## src/rtl/pool_frame_loader.sv

```systemverilog
// Serial-to-parallel frame loader: assembles an input_size x input_size frame
// from a valid/ready word stream and holds it until downstream consumes it.
module pool_frame_loader #(
  parameter int input_size = 4
) (
  input  logic        clk,
  input  logic        rst,
  input  logic [31:0] in_data,
  input  logic        in_valid,
  input  logic        in_last,
  output logic        in_ready,
  output logic [31:0] frame_data [input_size*input_size-1:0],
  output logic        frame_valid,
  input  logic        frame_ready,
  output logic        frame_err,
  input  logic        err_clr
);

  localparam int N     = input_size * input_size;
  localparam int CNT_W = (N > 2) ? $clog2(N) : 1;

  localparam logic [0:0] ST_FILL = 1'b0;
  localparam logic [0:0] ST_HOLD = 1'b1;

  localparam logic [CNT_W-1:0] LAST_IDX = CNT_W'(N - 1);

  logic [0:0]       state_reg, state_next;
  logic [CNT_W-1:0] cnt_reg, cnt_next;
  logic             err_reg, err_next;
  // Holds in_ready low until the first clock edge after reset is released.
  logic             live_reg;

  logic accept;
  logic at_last_slot;
  logic err_set;

  assign in_ready    = live_reg & (state_reg == ST_FILL);
  assign frame_valid = (state_reg == ST_HOLD);
  assign frame_err   = err_reg;

  assign accept       = in_valid & in_ready;
  assign at_last_slot = (cnt_reg == LAST_IDX);
  // Early in_last and missing in_last are both a disagreement between the
  // beat position and the in_last marker.
  assign err_set      = accept & (at_last_slot ^ in_last);

  always_comb begin
    state_next = state_reg;
    cnt_next   = cnt_reg;
    err_next   = err_reg;

    if (state_reg == ST_FILL) begin
      if (accept) begin
        if (at_last_slot) begin
          cnt_next   = '0;
          state_next = ST_HOLD;
        end else if (in_last) begin
          cnt_next = '0;
        end else begin
          cnt_next = cnt_reg + CNT_W'(1);
        end
      end
    end else begin
      if (frame_ready) begin
        state_next = ST_FILL;
      end
    end

    if (err_set) begin
      err_next = 1'b1;
    end else if (err_clr) begin
      err_next = 1'b0;
    end
  end

  always_ff @(posedge clk or posedge rst) begin
    if (rst) begin
      state_reg <= ST_FILL;
      cnt_reg   <= '0;
      err_reg   <= 1'b0;
      live_reg  <= 1'b0;
    end else begin
      state_reg <= state_next;
      cnt_reg   <= cnt_next;
      err_reg   <= err_next;
      live_reg  <= 1'b1;
    end
  end

  // One register per frame slot; only the slot addressed by the counter loads.
  genvar gi;
  generate
    for (gi = 0; gi < N; gi++) begin : g_word
      logic [31:0] word_reg;

      always_ff @(posedge clk or posedge rst) begin
        if (rst) begin
          word_reg <= '0;
        end else if (accept && (cnt_reg == CNT_W'(gi))) begin
          word_reg <= in_data;
        end
      end

      assign frame_data[gi] = word_reg;
    end
  endgenerate

endmodule

```

## config.mk

```make
export PLATFORM = sky130hd
export DESIGN_NAME = pool_frame_loader
export DESIGN_NICKNAME = d
export VERILOG_FILES = /design/src/rtl/pool_frame_loader.sv
export SDC_FILE = /design/constraint.sdc
export NUM_CORES = 1
export LEC_CHECK = 0
export BUFFER_PORTS_ARGS = -buffer_cell sky130_fd_sc_hd__buf_2
export CAP_MARGIN = 20
export CORE_AREA = 3 3 215 217
export CTS_BUF_LIST = sky130_fd_sc_hd__clkbuf_16
export DETAILED_ROUTE_END_ITERATION = 6
export DIE_AREA = 0 0 218 220
export PLACE_DENSITY = 0.69
export SETUP_SLACK_MARGIN = 0.3
export SYNTH_ARGS = -nofsm -noshare
export SYNTH_HDL_FRONTEND = slang
export SYNTH_SLANG_ARGS = --single-unit
export TNS_END_PERCENT = 100
```

## constraint.sdc

```tcl
create_clock -name clk -period 42.3 [get_ports clk]
set_clock_uncertainty 0.05 [all_clocks]
set_input_delay 4.23 -clock clk [delete_from_list [all_inputs] [get_ports clk]]
set_output_delay 4.23 -clock clk [all_outputs]
set_load 0.02 [all_outputs]
```

==> run metrics <==
final design area excluding fillers 24,500 µm²; area of the mapped netlist 19,600 µm²; number of logic stages on the critical path including buffering 4; Critical Path Slowest Stage Cell sky130_fd_sc_hd__buf_4; type of origin of the critical path primary input; worst stage delay on the critical path 0.88 ns; fraction of the cycle the final worst path needs 0.151; Max Fanout on Critical Path 186; TritonCTS clock tree built; minimum clock period 6.37 ns; Post-Synth Simple-Gate Area 0.0103; crit path buf inv count 4; adder-cell share of the synthesized area 0.00256; clock sinks 519; number of routed nets with antenna violations 0; logic depth of the worst register-to-register path 4; PwrDens around 76 nW/µm²; run status complete, no violations; Via Count 12,105; post-synth top area cell sky130_fd_sc_hd__dfrtp_1; maximum VDD drop between 0.04 and 0.05 mV; synthesized area divided by synthesized cell count 16.7 µm²; family with the most delay on the worst path buffers and inverters; ys flop type sky130_fd_sc_hd__dfrtp_1; leakage power approximately 13 nW; Net Count, Synth 1,217; number of global-route vias before repair 12,520; class of the tightest hold or removal check reg -> reg; Rel. slew slack 0.252; setup repair after global routing missed its margin no; clock buffers created by TritonCTS 53; DRC violations left 0; number of max-capacitance violations reported 0; share of synthesized flip-flops with an asynchronous set or reset 1.00; largest cells by area after synthesis sky130_fd_sc_hd__dfrtp_1 66%, sky130_fd_sc_hd__mux2_2 29%, sky130_fd_sc_hd__buf_2 0.95%; clk slew on worst S/H paths 0.06 ns; flip-flop count of the largest register, all copies and words added approximately 500; xor-xnor portion of the synthesized cell area 0.000447; post-synthesis mux area share 0.296; Post-Route Utilization 0.552; number of endpoints with negative hold slack in the final report 0; post-detailed-route via-to-cell ratio 5.17; number of cell rows slightly below 80; buffer type at the clock tree root sky130_fd_sc_hd__clkbuf_16; largest family of logic cells by synthesized area multiplexers; synth warn 0; total routed wirelength 55.7 mm; most frequent cell after synthesis sky130_fd_sc_hd__dfrtp_1; Wirelength per Cell roughly 24 µm; number of H-tree branching levels 2; number of setup violations in the final report 0; endpoint arrival time on the critical path 6.87 ns; initial core utilization 0.442; total placed instance area 22,900 µm²; Post-synth top cells 519 x sky130_fd_sc_hd__dfrtp_1, 499 x sky130_fd_sc_hd__mux2_2, 37 x sky130_fd_sc_hd__buf_2; kind of end point of the critical path asynchronous set/reset pin; Longest Clk Path Bufs 3; setup total negative slack 0 ns; final-report max-slew violation count 0; wire length of the first global-routing pass 81.6 mm; chip height 220 µm; die width 218 µm; post-synthesis to final-layout area growth 25.0%; nets@finish 1,753; number of buffers inserted for hold repair after clock tree synthesis 0; final std cells w/o fill 2,341; number of gates resized after cts 0; Max Freq 157 MHz; number of antenna violations at the first check in global routing 0; sum of net half-perimeters after detailed placement 38.7 mm; sequential cell area fraction in the yosys report 0.664; core region area 44,300 µm²; total gr overflow 0; port buffer count about 550; pin slew with the least headroom to its limit about 1.1 ns; synthesized-area fraction occupied by ao, oa, aoi and oai cells 0.00300; count of cell types in the netlist 33; number of optimization iterations in the first detailed-route pass 4; final setup margin 35.93 ns; combined global-route utilization of all metal layers 0.227; postcts setup bufs 0; number of I/O pins ~550; pin count of the biggest net entering global routing 187; clock latency reported for the late side of the worst-skew pair 0.57 ns; required time of the critical path roughly 43 ns; Mapped Cells approximately 1,200; overall die area 48,000 µm²; Yosys top cell area share 0.664; pre-CTS setup slack 35.31 ns; EDFF count, synth 0; Placer Congestion 0.796; Critical Setup Path Class in -> async; fraction of layout cells with a size suffix above 1 0.661; flip-flop and latch count after synthesis between 500 and 600; number of violations reported at the end of detailed-routing iteration 0 616; number of instances on the worst hold path 1; Post-Place Cells 2,246; final antenna diode count 0; # fillers 3,709; cell chain of the critical path buf_2 -> inv_8 -> buf_12 -> buf_4
-- per-stage QoR --
stage	total power, W	hold WS (ns)
finish	0.00186	0.432
global route	0.00195	0.453
CTS	0.00188	0.435
detailed placement	0.00145	0.421
global placement	0.00143	0.416
floorplan	0.00117	0.480
-- metal layers --
metal / share of wire / routed length, µm / vias up / GRT usage
met5: 0 / 0 / - / 0
met4: 0.030 / 1670 / 0 / 0.0765
met3: 0.070 / 3880 / 94 / 0.0563
met2: 0.50 / 27700 / 416 / 0.386
met1: 0.40 / 22400 / 6407 / 0.286
li1: - / - / 5188 / -
-- cell families after synthesis --
kind of cell,Yosys count
AOI/OAI and AO/OA,9
xor gates and xnor gates,1
adders and majority gates,4
buffers and inverters,94
DFF,519
muxes,512
other,1
and+or+nand+nor,35
-- path summary, 6_finish.rpt --
| check | end | startpoint | slack, ns |
|---|---|---|---|
| worst max-delay path | g_word[15].word_reg[15]$_DFFE_PP0P_ | rst | 35.93 |
| worst min-delay path | g_word[7].word_reg[25]$_DFFE_PP0P_ | g_word[7].word_reg[25]$_DFFE_PP0P_ | 0.43 |
| worst max register to register | g_word[4].word_reg[14]$_DFFE_PP0P_ | frame_valid$_DFF_PP0_ | 39.46 |
| worst min register to register | g_word[7].word_reg[25]$_DFFE_PP0P_ | g_word[7].word_reg[25]$_DFFE_PP0P_ | 0.43 |
| max in group clk | g_word[4].word_reg[14]$_DFFE_PP0P_ | in_valid | 36.23 |
| min in group asynchronous | g_word[2].word_reg[4]$_DFFE_PP0P_ | rst | 3.77 |
-- power by group --
part           internal [W]  switching [W]
registers          0.000676      0.0000924
logic              0.000258       0.000410
clock network      0.000238       0.000187
-- placed cells by master (no fill, tap or decap), types with 2 or more instances in the layout --
cell type                      n
sky130_fd_sc_hd__buf_12        4
sky130_fd_sc_hd__nand2_1       7
sky130_fd_sc_hd__clkbuf_16    53
sky130_fd_sc_hd__clkinv_2      9
sky130_fd_sc_hd__mux2_2      499
sky130_fd_sc_hd__inv_1        18
sky130_fd_sc_hd__mux2_4        5
sky130_fd_sc_hd__o22ai_1       2
sky130_fd_sc_hd__buf_2       552
sky130_fd_sc_hd__clkinvlp_4    2
sky130_fd_sc_hd__buf_4        11
sky130_fd_sc_hd__bufinv_16     2
sky130_fd_sc_hd__or3_2         3
sky130_fd_sc_hd__ha_1          4
sky130_fd_sc_hd__o21ai_0       2
sky130_fd_sc_hd__nand2b_1      4
sky130_fd_sc_hd__clkinv_1     14
sky130_fd_sc_hd__nor2_4        9
sky130_fd_sc_hd__nand4b_1      3
sky130_fd_sc_hd__mux2_1        8
sky130_fd_sc_hd__dfrtp_1     519
-- area by class of cell --
| type | count | area (µm²) | area share |
|---|---|---|---|
| multi-input cells | 562 | 6200 | 0.253 |
| well taps | 592 | 741 | 0.0303 |
| clock inverters | 40 | 226 | 0.00926 |
| repair buffers | 568 | 2950 | 0.121 |
| clock buffers | 53 | 1330 | 0.0542 |
| flip-flops and latches | 519 | 13000 | 0.531 |
| inverters | 7 | 33.8 | 0.00138 |
No activity file was read; power rests on OpenSTA's default activity.
